`config.mk`:
```
export PLATFORM = sky130hd
export DESIGN_NAME = id_ex_latch
export DESIGN_NICKNAME = d
export VERILOG_FILES = /design/src/rtl/id_ex_latch.sv
export SDC_FILE = /design/constraint.sdc
export NUM_CORES = 1
export LEC_CHECK = 0
export ABC_AREA = 1
export BUFFER_PORTS_ARGS = -buffer_cell sky130_fd_sc_hd__buf_2
export CAP_MARGIN = 20
export CORE_AREA = 2 2 131 133
export CTS_CLUSTER_DIAMETER = 200
export DETAILED_ROUTE_END_ITERATION = 8
export DIE_AREA = 0 0 133 135
export PLACE_DENSITY = 0.72
export SLEW_MARGIN = 15
export SYNTH_ARGS = -nofsm -noshare
export SYNTH_HDL_FRONTEND = slang
export SYNTH_SLANG_ARGS = --single-unit
```
`constraint.sdc`:
```
create_clock -name clk -period 2.4 [get_ports clk]
set_input_delay 0.48 -clock clk [delete_from_list [all_inputs] [get_ports clk]]
set_output_delay 0.48 -clock clk [all_outputs]
set_load 0.02 [all_outputs]
```
`src/rtl/id_ex_latch.sv`:
```
// ID/EX pipeline register for the 5-stage MIPS pipeline, with load-use hazard
// detection that stalls PC and IF/ID and injects a single-cycle bubble.
module id_ex_latch #(
    parameter int DW = 32
) (
    input  logic          clk,
    input  logic          rst,
    input  logic          flush,
    input  logic [1:0]    ctlwb_in,
    input  logic [2:0]    ctlm_in,
    input  logic [3:0]    ctlex_in,
    input  logic [DW-1:0] npc_in,
    input  logic [DW-1:0] rdata1_in,
    input  logic [DW-1:0] rdata2_in,
    input  logic [DW-1:0] sext_in,
    input  logic [4:0]    rs_in,
    input  logic [4:0]    rt_in,
    input  logic [4:0]    rd_in,
    output logic [1:0]    wb_out,
    output logic [2:0]    m_out,
    output logic [3:0]    ex_out,
    output logic [DW-1:0] npc_out,
    output logic [DW-1:0] rdata1_out,
    output logic [DW-1:0] rdata2_out,
    output logic [DW-1:0] sext_out,
    output logic [4:0]    rs_out,
    output logic [4:0]    rt_out,
    output logic [4:0]    rd_out,
    output logic          pc_write,
    output logic          if_id_write,
    output logic [31:0]   stall_count
);

    logic [1:0]    wb_reg;
    logic [2:0]    m_reg;
    logic [3:0]    ex_reg;
    logic [DW-1:0] npc_reg;
    logic [DW-1:0] rdata1_reg;
    logic [DW-1:0] rdata2_reg;
    logic [DW-1:0] sext_reg;
    logic [4:0]    rs_reg;
    logic [4:0]    rt_reg;
    logic [4:0]    rd_reg;
    logic [31:0]   stall_count_reg;
    logic [31:0]   stall_count_next;

    logic          rt_match;
    logic          lu_hazard;
    logic          bubble;

    // A load in EX whose destination ($rt) is read by the instruction in ID;
    // a pending branch flush squashes that instruction, so it cannot stall.
    assign rt_match  = (rt_reg != 5'd0) && ((rt_reg == rs_in) || (rt_reg == rt_in));
    assign lu_hazard = m_reg[1] && rt_match && !flush;
    assign bubble    = flush || lu_hazard;

    assign pc_write    = !lu_hazard;
    assign if_id_write = !lu_hazard;

    always_comb begin
        stall_count_next = stall_count_reg;
        if (lu_hazard) begin
            stall_count_next = stall_count_reg + 32'd1;
        end
    end

    always_ff @(posedge clk) begin
        if (rst) begin
            wb_reg          <= '0;
            m_reg           <= '0;
            ex_reg          <= '0;
            npc_reg         <= '0;
            rdata1_reg      <= '0;
            rdata2_reg      <= '0;
            sext_reg        <= '0;
            rs_reg          <= '0;
            rt_reg          <= '0;
            rd_reg          <= '0;
            stall_count_reg <= '0;
        end else begin
            // Datapath always loads; zeroed controls make a bubble inert.
            npc_reg    <= npc_in;
            rdata1_reg <= rdata1_in;
            rdata2_reg <= rdata2_in;
            sext_reg   <= sext_in;
            rs_reg     <= rs_in;
            rt_reg     <= rt_in;
            rd_reg     <= rd_in;
            if (bubble) begin
                wb_reg <= '0;
                m_reg  <= '0;
                ex_reg <= '0;
            end else begin
                wb_reg <= ctlwb_in;
                m_reg  <= ctlm_in;
                ex_reg <= ctlex_in;
            end
            if (lu_hazard) begin
                stall_count_reg <= stall_count_next;
            end
        end
    end

    assign wb_out      = wb_reg;
    assign m_out       = m_reg;
    assign ex_out      = ex_reg;
    assign npc_out     = npc_reg;
    assign rdata1_out  = rdata1_reg;
    assign rdata2_out  = rdata2_reg;
    assign sext_out    = sext_reg;
    assign rs_out      = rs_reg;
    assign rt_out      = rt_reg;
    assign rd_out      = rd_reg;
    assign stall_count = stall_count_reg;

endmodule

```
[Word-level counts from Yosys, hierarchy flattened]
Cells that the tools add are included.
Storage, ports and cells
  output and inout port bits: 186
  bits of input ports: 155
  register bits: 184
Cells by class
  equal/unequal tests: 2
  reduce and logical (&&, ||, !) cells: 9
  $add $sub $neg: 1
Operators by type and width (number)
  adder 32 x 1 -> 32 bit (second input constant): 1
  equality test 5 bit: 2
  nonzero test 5 bit: 1
  logical AND 1 bit: 3
  logical NOT 1 bit: 2
  logical OR 1 bit: 2
  OR reduction 2 bit: 1

[Longest topological paths before layout]
Gate-level depths: netlist of the first run.
  word-level depth: 7
  mapped depth: 11

[Worst setup path after synthesis of the first run]
Ideal clock, no wire load.
  kind: register to output
  start point: register rt_reg[2] (netlist: rt_out[2])
  end point: output port pc_write
  stages on the path, launching flop included: 9
  slack: 0.521 ns
  arrival time: 1.399 ns
  data required time: 1.920 ns
  path through: dfxtp_1 inv_1 nand2_1 nand2_1 nor2_1 nand3_1 nand2_2 nand3_2 buf_4
Between the ends
  longest elaborated chain between the ends: 6
Ends and longest elaborated chain
  start, declared: line 42  | logic [4:0] rt_reg;
  start signal, assigned: line 87  | rt_reg <= rt_in;
  equality test 5 bit: line 53  | assign rt_match = (rt_reg != 5'd0) && ((rt_reg == rs_in) || (rt_reg == rt_in));
  logical OR 1 bit: line 53
  logical AND 1 bit *: line 53
  logical AND 1 bit * (2 in a row): line 54  | assign lu_hazard = m_reg[1] && rt_match && !flush;
  logical NOT 1 bit *
  end, declared: line 29  | output logic pc_write,
Mark *: on every way between the ends. The rest lies on a longest branch, timed or not.

[Worst setup path after layout of the first run]
  start point: register rt_reg[2] (netlist: rt_out[2])
  end point: output port pc_write
Between the ends
  longest elaborated chain between the ends: 6
Ends and longest elaborated chain
  equality test 5 bit: line 53
  logical OR 1 bit: line 53
  logical AND 1 bit *: line 53
  logical AND 1 bit * (2 in a row): line 54
  logical NOT 1 bit *: line 57  | assign pc_write = !lu_hazard;
Marked as above.

==> key figures, run 1 <==
Run status
  • Outcome: complete, no violations

STA
  • WHS: 0.253 ns
  • Max-slew violations: 0
  • Fmax achieved: 452 MHz
  • Post-route setup TNS: 0 ns
  • PnR worst setup slack: 0.186 ns
  • Clk_skew: 0.0134 ns
  • RSZ-0062 raised after global routing: no
  • Final Critical Period: 2.21 ns
  • Final Hold Vio Count: 0
  • Final worst-path cycle share: 0.923
  • Least-Margin Pin Slew: 0.692 ns
  • Max-slew headroom: 0.538
  • Final setup viols: 0

Run
  • Max Cap Violations: 0

Power
  • Worst vdd ir: 0.000592 V
  • Comb pwr share: 0.102
  • Internal Power: 0.00486 W
  • Sequential Power Share: 0.484
  • Clk pwr share: 0.414
  • Net Sw Frac: 0.270
  • LEAKAGE: 5.14 nW
  • Power per cell area: 734 nW/um^2
  • Overall power: 0.00665 W
  • Switching Power: 0.00179 W

Clock tree
  • CTS tree: yes
  • Inserted Clock Buffers: 17
  • Clock sinks: 184
  • Clock tree buffer depth: 2
  • Post-CTS Setup Inserts: 0
  • Later-pin clock latency in the skew report: 0.42 ns
  • Hold_buf cts: 0
  • CTS resizes: 0
  • Root Driver: clkbuf_16
  • CTS clk-pin slew, worst paths: 0.08 ns
  • # H-tree levels: 4

Yosys
  • Top cells by area, synth: dfxtp_1 (56%), nor2_1 (13%), inv_1 (13%)
  • Simple-Gate Fraction of Synth Area: 0.266
  • Post-synthesis xor/xnor area fraction: 0.00803
  • Synth area leader: dfxtp_1
  • Ys async rst share: 0
  • Distinct cells, synth: 23
  • Number of synthesized flops with an enable pin: 0
  • Post-synthesis register bit count: 184
  • Top-count cell post-synth: nor2_1
  • Yosys Warn Count: 0
  • Post-synth top area share: 0.563
  • Most used DFF post-synth: dfxtp_1
  • Cells after synthesis: 873
  • Mux cell area share after synthesis: 0
  • Post-synthesis cell area: 6550 sq um
  • Commonest cells in the netlist: nor2_1 (224), inv_1 (223), dfxtp_1 (184)
  • Post-Synth Adder-Cell Area: 0.00191
  • Mean Syn Cell Area: 7.50 sq um
  • Sequential-to-total area share from yosys stat: 0.563
  • Synth Area in Compound Gates: 0.0130
  • Largest family of logic cells by synthesized area: simple AND/OR/NAND/NOR gates
  • Post-synth net total: 1029

Layout
  • Layout fillers: 1560
  • Share of layout cells above drive strength 1: 0.330
  • Area delta synth->final: 38.4%
  • NumNets Final: 1366
  • Antenna cells: 0

Worst setup path
  • Slowest CP cell: dfxtp_1
  • CP Max Fanout: 5
  • Delay-heaviest family, CP: simple AND/OR/NAND/NOR gates
  • Startpoint type of the worst setup path: flip-flop
  • Worst path bufs/invs: 2
  • CP peak stage delay: 0.38 ns
  • CP Capture Type: output pin
  • Critical Path RT: 1.92 ns
  • Crit Path Category: reg2out
  • Critical Path Most Common Cell: nand2_1
  • Worst Path Arrival: 1.73 ns
  • Critical-path cell list: inv_1 > nand2_1 > nand2_1 > nor2_1 > nand3_1 > nand2_2 > nand3_2 > buf_2

Die
  • Num ports: 341
  • Site row count: 47
  • DIE WIDTH: 133 um
  • DIE HEIGHT: 135 um
  • Overall die area: 18000 sq um
  • Initial core utilization: 0.399
  • Core area: 16400 sq um

Placed design
  • Gpl congestion: 0.919
  • Setup WS pre-CTS: 0.517 ns
  • IO buf count: 340
  • DP Wirelength: 14.7 mm

Hold path
  • Worst Hold Class: in2reg

Detailed routing
  • DR DRC count: 0
  • First DRT Iteration DRCs: 287
  • WL/cell: 13.0 um
  • DRT Pass-1 Iters: 5
  • DR vias: 6222
  • WL final: 18.8 mm
  • DRT antenna net count: 0
  • Via density: 4.31

Global routing
  • GRT Total Usage: 0.207
  • GR Util met1: 0.234
  • Initial antenna violation count: 2
  • Vias in the first global route: 5904
  • Busiest grt layer: met2
  • First-pass GRT wire length: 29.0 mm
  • Overflow after GRT: 0
  • Largest net degree at the start of global routing: 149
  • Met2 usage: 0.362
  • Met3 Usage GRT: 0.0717
-- through the flow --
stage | utilization | area (sq um) | std cells
floorplan | - | 6550 | 873
global placement | 0.516 | 8470 | 1411
detailed placement | 0.516 | 8470 | 1411
CTS | 0.552 | 9060 | 1443
global route | 0.552 | 9060 | 1443
finish | 0.552 | 9060 | 1443
-- cells in the final DEF, fill, tap and decap left out, types with 2 or more instances in the layout --
cell	instances
nand4_1	26
dfxtp_1	184
inv_2	2
xnor2_1	3
clkbuf_16	17
buf_4	7
a21oi_1	5
nor2_1	224
o21ai_0	12
nand3_1	29
inv_6	6
nor3_1	5
nand2_1	104
buf_2	339
nor2_4	3
xor2_1	3
clkinv_8	4
inv_8	2
nand2_2	5
nor2_2	8
inv_1	223
nand3_2	5
-- power groups by stage --
stage | sequential, W | combinational, W | clock [W]
after floorplan | 0.00347 | 0.000189 | 0
after global placement | 0.00329 | 0.000679 | 0
after detailed placement | 0.00329 | 0.000685 | 0
after CTS | 0.00322 | 0.000686 | 0.00281
after global routing | 0.00323 | 0.000742 | 0.00295
final | 0.00322 | 0.000678 | 0.00275
-- tightest hold or removal path, delay by kind of cell --
kind | cells | cell delay, ns
and+or+nand+nor | 1 | 0.06
buffers and inverters | 2 | 0.10
-- routing by layer --
layer,vias to the layer above,part of all wire
li1,3179,-
met1,2788,0.39
met2,220,0.51
met3,33,0.076
met4,2,0.024
met5,-,0.00090
-- cell families after synthesis --
group / count (synthesis)
and+or+nand+nor: 410
adders and majority gates: 1
buffers and inverters: 255
xor gates and xnor gates: 6
DFF: 184
AOI/OAI and AO/OA: 17
-- cell type report --
cell class,count,area (sq um),area share
clock inverter,14,154,0.0170
timing repair buffer,347,1770,0.195
inverter,226,848,0.0936
clock buffer,18,439,0.0485
multi-input combinational,434,1890,0.209
sequential,184,3680,0.407
tap,220,275,0.0304
-- final timing paths --
path | slack, ns | endpoint | depth (start not counted) | from
worst min-delay path | 0.25 | sext_out[12]$_SDFF_PP0_ | 3 | sext_in[12]
worst max register to register | 0.64 | stall_count[18]$_SDFFE_PP0P_ | 10 | stall_count[1]$_SDFFE_PP0P_
worst max-delay path | 0.19 | pc_write | 8 | rt_out[2]$_SDFF_PP0_
worst min register to register | 0.52 | stall_count[28]$_SDFFE_PP0P_ | 2 | stall_count[28]$_SDFFE_PP0P_
Power figures use the tool's default switching activity.
==> inputs of run 2 (changes only) <==
--- a/config.mk
+++ b/config.mk
@@ -8,11 +8,12 @@
 export ABC_AREA = 1
 export BUFFER_PORTS_ARGS = -buffer_cell sky130_fd_sc_hd__buf_2
 export CAP_MARGIN = 20
-export CORE_AREA = 2 2 131 133
+export CORE_AREA = 2 2 132 134
+export CTS_BUF_LIST = sky130_fd_sc_hd__clkbuf_2 sky130_fd_sc_hd__clkbuf_4 sky130_fd_sc_hd__clkbuf_8
 export CTS_CLUSTER_DIAMETER = 200
 export DETAILED_ROUTE_END_ITERATION = 8
-export DIE_AREA = 0 0 133 135
-export PLACE_DENSITY = 0.72
+export DIE_AREA = 0 0 134 136
+export PLACE_DENSITY = 0.71
 export SLEW_MARGIN = 15
 export SYNTH_ARGS = -nofsm -noshare
 export SYNTH_HDL_FRONTEND = slang
==> key figures, run 2 (same netlist as run 1, synthesis figures left out) <==
Detailed routing
  • DRT antenna net count: 0
  • DR vias: 6076
  • Via density: 4.20
  • DR DRC count: 0
  • DRT Pass-1 Iters: 4
  • WL final: 17.9 mm
  • WL/cell: 12.4 um
  • First DRT Iteration DRCs: 312

Clock tree
  • Later-pin clock latency in the skew report: 0.45 ns
  • Clock sinks: 184
  • Hold_buf cts: 0
  • CTS clk-pin slew, worst paths: 0.11 ns
  • Clock tree buffer depth: 2
  • Root Driver: clkbuf_8
  • # H-tree levels: 4
  • CTS tree: yes
  • Inserted Clock Buffers: 17

Layout
  • Most common library cell in the layout ignoring fill and taps: buf_2
  • NumNets Final: 1364
  • Share of layout cells above drive strength 1: 0.329
  • Final Non-Filler Cells: 1446
  • Footprint of the multi-input gates: 1900 sq um
  • Storage cell area: 3680 sq um
  • Most frequent cells in the layout: buf_2 (339), nor2_1 (224), inv_1 (223)
  • Antenna cells: 0
  • Area delta synth->final: 35.4%
  • Layout fillers: 1637

Power
  • Overall power: 0.00593 W
  • Worst vdd ir: 0.000478 V
  • LEAKAGE: 5.04 nW
  • Power per cell area: 670 nW/um^2

Die
  • Initial core utilization: 0.388
  • Num ports: 341
  • Site row count: 48
  • DIE WIDTH: 134 um
  • Overall die area: 18200 sq um
  • Core area: 16900 sq um
  • DIE HEIGHT: 136 um

STA
  • Fmax achieved: 445 MHz
  • Final Hold Vio Count: 0
  • Final worst-path cycle share: 0.936
  • Max-slew violations: 0
  • Final Critical Period: 2.25 ns
  • Least-Margin Pin Slew: 0.650 ns
  • Final setup viols: 0
  • Post-route setup TNS: 0 ns
  • RSZ-0062 raised after global routing: no
  • Max-slew headroom: 0.567
  • Clk_skew: 0.0214 ns

Worst setup path
  • Crit Path Category: reg2out
  • Startpoint type of the worst setup path: flip-flop
  • CP Capture Type: output pin
  • Critical Path RT: 1.92 ns
  • CP Max Fanout: 9
  • Worst Path Arrival: 1.77 ns

Hold path
  • Worst Hold Class: in2reg

Placed design
  • Placed cell count: 1414
  • IO buf count: 340
  • DP Wirelength: 13.7 mm
  • Gpl congestion: 0.896

Run status
  • Outcome: complete, no violations

Global routing
  • Initial antenna violation count: 1
  • Largest net degree at the start of global routing: 149
  • First-pass GRT wire length: 26.9 mm
  • Overflow after GRT: 0
  • GRT Total Usage: 0.189
  • Vias in the first global route: 5523

Run
  • Max Cap Violations: 0
## run 2: repair_timing
item,CTS,global route
buffers inserted,0,0
setup endpoints to repair,0,2
resized for setup,0,2
## run 2: worst max-delay path, stage by stage, from the launching register on
cell and delay [ns]:
dfxtp_1 0.42, inv_1 0.09, nand2_1 0.07, nand2_1 0.05
nor2_1 0.12, nand3_1 0.10, nand2_2 0.12, nand3_4 0.13
buf_2 0.21
## run 2: path summary, 6_finish.rpt
kind	cells past startpoint	startpoint	to	slack (ns)
min reg2reg	2	stall_count[28]$_SDFFE_PP0P_	stall_count[28]$_SDFFE_PP0P_	0.52
min	3	sext_in[25]	sext_out[25]$_SDFF_PP0_	0.22
max	8	rt_out[0]$_SDFF_PP0_	if_id_write	0.15
max reg2reg	10	rt_out[0]$_SDFF_PP0_	stall_count[12]$_SDFFE_PP0P_	0.50
## run 2: routing by layer
layer / global-route usage / part of all wire / up-vias
li1: - / - / 3172
met1: 0.205 / 0.39 / 2668
met2: 0.336 / 0.50 / 205
met3: 0.0708 / 0.078 / 29
met4: 0.0739 / 0.024 / 2
met5: 0 / 0.00073 / -
## run 2: where the power goes
part           switching [W]  internal, W  total (W)
clock                0.00124     0.000798    0.00204
combinational       0.000428     0.000247   0.000675
sequential         0.0000350      0.00319    0.00322
total                0.00170      0.00423    0.00593
## run 2: cell type report
| type | count | share of cell area |
|---|---|---|
| repair buffers | 345 | 0.198 |
| well taps | 225 | 0.0318 |
| multi-input cells | 434 | 0.214 |
| clock inverters | 14 | 0.0176 |
| inverters | 226 | 0.0957 |
| flip-flops and latches | 184 | 0.416 |
| clock buffers | 18 | 0.0272 |
## run 2: per-stage QoR
step	cell area [sq um]	util	hold WS, ns	worst slack, ns
after detailed placement	8460	0.501	0.517	0.428
after global placement	8460	0.501	0.513	0.507
after floorplan	6550	-	0.578	0.521
after CTS	8850	0.525	0.177	0.0448
final	8860	0.525	0.216	0.153
after global routing	8860	0.525	0.176	0.000373
==> inputs of run 3 (changes only) <==
--- a/config.mk
+++ b/config.mk
@@ -8,12 +8,14 @@
 export ABC_AREA = 1
 export BUFFER_PORTS_ARGS = -buffer_cell sky130_fd_sc_hd__buf_2
 export CAP_MARGIN = 20
-export CORE_AREA = 2 2 132 134
+export CELL_PAD_IN_SITES_DETAIL_PLACEMENT = 1
+export CELL_PAD_IN_SITES_GLOBAL_PLACEMENT = 2
+export CORE_MARGIN = 2
+export CORE_UTILIZATION = 26
 export CTS_BUF_LIST = sky130_fd_sc_hd__clkbuf_2 sky130_fd_sc_hd__clkbuf_4 sky130_fd_sc_hd__clkbuf_8
 export CTS_CLUSTER_DIAMETER = 200
 export DETAILED_ROUTE_END_ITERATION = 8
-export DIE_AREA = 0 0 134 136
-export PLACE_DENSITY = 0.71
+export PLACE_DENSITY_LB_ADDON = 0.1
 export SLEW_MARGIN = 15
 export SYNTH_ARGS = -nofsm -noshare
 export SYNTH_HDL_FRONTEND = slang
==> key figures, run 3 (same netlist as run 1, synthesis figures left out) <==
Run status
  • Outcome: complete, no violations

Detailed routing
  • DR DRC count: 0
  • DRT Pass-1 Iters: 4
  • Via density: 3.95
  • WL/cell: 14.4 um
  • WL final: 22.4 mm
  • First DRT Iteration DRCs: 154
  • DRT antenna net count: 0
  • DR vias: 6150

Die
  • DIE WIDTH: 163 um
  • DIE HEIGHT: 163 um
  • Core area: 25000 sq um
  • Num ports: 341
  • Site row count: 58
  • Initial core utilization: 0.262
  • Overall die area: 26500 sq um

Power
  • Worst vdd ir: 0.000377 V
  • Power per cell area: 669 nW/um^2
  • LEAKAGE: 5.07 nW
  • Overall power: 0.00605 W

Layout
  • Layout fillers: 3236
  • Footprint of the multi-input gates: 1890 sq um
  • Area delta synth->final: 38.2%
  • Most frequent cells in the layout: buf_2 (339), nor2_1 (224), inv_1 (223)
  • NumNets Final: 1367
  • Share of layout cells above drive strength 1: 0.332
  • Most common library cell in the layout ignoring fill and taps: buf_2
  • Storage cell area: 3690 sq um

Clock tree
  • Clock tree buffer depth: 2
  • CTS clk-pin slew, worst paths: 0.12 ns
  • Root Driver: clkbuf_8
  • Later-pin clock latency in the skew report: 0.46 ns
  • Inserted Clock Buffers: 17
  • Hold_buf cts: 0
  • Clock sinks: 184
  • # H-tree levels: 4
  • CTS tree: yes

STA
  • Max-slew violations: 0
  • Max-slew headroom: 0.551
  • Final setup viols: 0
  • Fmax achieved: 452 MHz
  • Final worst-path cycle share: 0.922
  • Final Critical Period: 2.21 ns
  • Clk_skew: 0.0216 ns
  • Least-Margin Pin Slew: 0.674 ns
  • Final Hold Vio Count: 0
  • Post-route setup TNS: 0 ns
  • WHS: 0.200 ns
  • RSZ-0062 raised after global routing: no

Worst setup path
  • Startpoint type of the worst setup path: flip-flop
  • CP Max Fanout: 4
  • Crit Path Category: reg2out
  • CP Capture Type: output pin
  • Worst Path Arrival: 1.73 ns
  • Critical Path RT: 1.92 ns

Global routing
  • GRT Total Usage: 0.172
  • First-pass GRT wire length: 34.8 mm
  • Initial antenna violation count: 6
  • Largest net degree at the start of global routing: 149
  • Vias in the first global route: 6342
  • Overflow after GRT: 0

Placed design
  • DP Wirelength: 18.0 mm
  • IO buf count: 340
  • Gpl congestion: 0.769

Hold path
  • Worst Hold Class: in2reg

Run
  • Max Cap Violations: 0
## run 3: cell types whose count changed in the layout (fill, tap and decap cells not counted), moves of 2 or more
cell      change
clkinv_8      +3
inv_8         -3
buf_4         +2
inv_6         +5
clkinv_4      -4
diode_2       +3
## run 3: final cells by class
class	instances	area share
antenna	3	0.000830
clock buffer	18	0.0267
sequential	184	0.407
tap	330	0.0456
multi-input combinational	434	0.209
inverter	226	0.0938
timing repair buffer	348	0.198
clock inverter	14	0.0191
## run 3: per-stage QoR
| step | util | setup slack [ns] | cell area, sq um | cells |
|---|---|---|---|---|
| CTS | 0.362 | 0.0320 | 9040 | 1554 |
| global route | 0.362 | 0.00369 | 9040 | 1556 |
| finish | 0.362 | 0.187 | 9050 | 1557 |
| floorplan | - | 0.521 | 6550 | 873 |
| global placement | 0.345 | 0.471 | 8620 | 1522 |
| detailed placement | 0.345 | 0.432 | 8620 | 1522 |
## run 3: power by group
group	total, W	switching, W	internal [W]	leakage (nW)
combinational	0.000695	0.000442	0.000252	3.34
sequential	0.00322	0.0000327	0.00319	1.52
clock	0.00214	0.00132	0.000815	0.207
total	0.00605	0.00180	0.00425	5.07
## run 3: path summary, 6_finish.rpt
check,from,endpoint,slack (ns),depth (start not counted)
setup / recovery,rt_out[2]$_SDFF_PP0_,pc_write,0.19,8
hold reg to reg,stall_count[1]$_SDFFE_PP0P_,stall_count[1]$_SDFFE_PP0P_,0.53,2
setup reg to reg,stall_count[1]$_SDFFE_PP0P_,stall_count[20]$_SDFFE_PP0P_,0.65,11
hold / removal,sext_in[12],sext_out[12]$_SDFF_PP0_,0.20,3
## run 3: critical path, cell delays in order (launching register included)
cell and delay, ns:
dfxtp_1 0.38, inv_1 0.08, nand2_1 0.06, nand2_1 0.05, nor2_1 0.11, nand3_1 0.10, nand2_2 0.14, nand3_2 0.14
buf_2 0.21
## run 3: timing repair
action	CTS	global route
setup endpoints to repair	0	2
endpoints found under the hold margin	0	0
gates resized for setup	0	3
buffers inserted	0	0
## run 3: per-layer routing
metal | wire length, um | part of all wire | global-route usage
met5 | 43 | 0.0019 | 0
met4 | 414 | 0.018 | 0.0519
met3 | 1840 | 0.082 | 0.0710
met2 | 11800 | 0.52 | 0.316
met1 | 8370 | 0.37 | 0.180
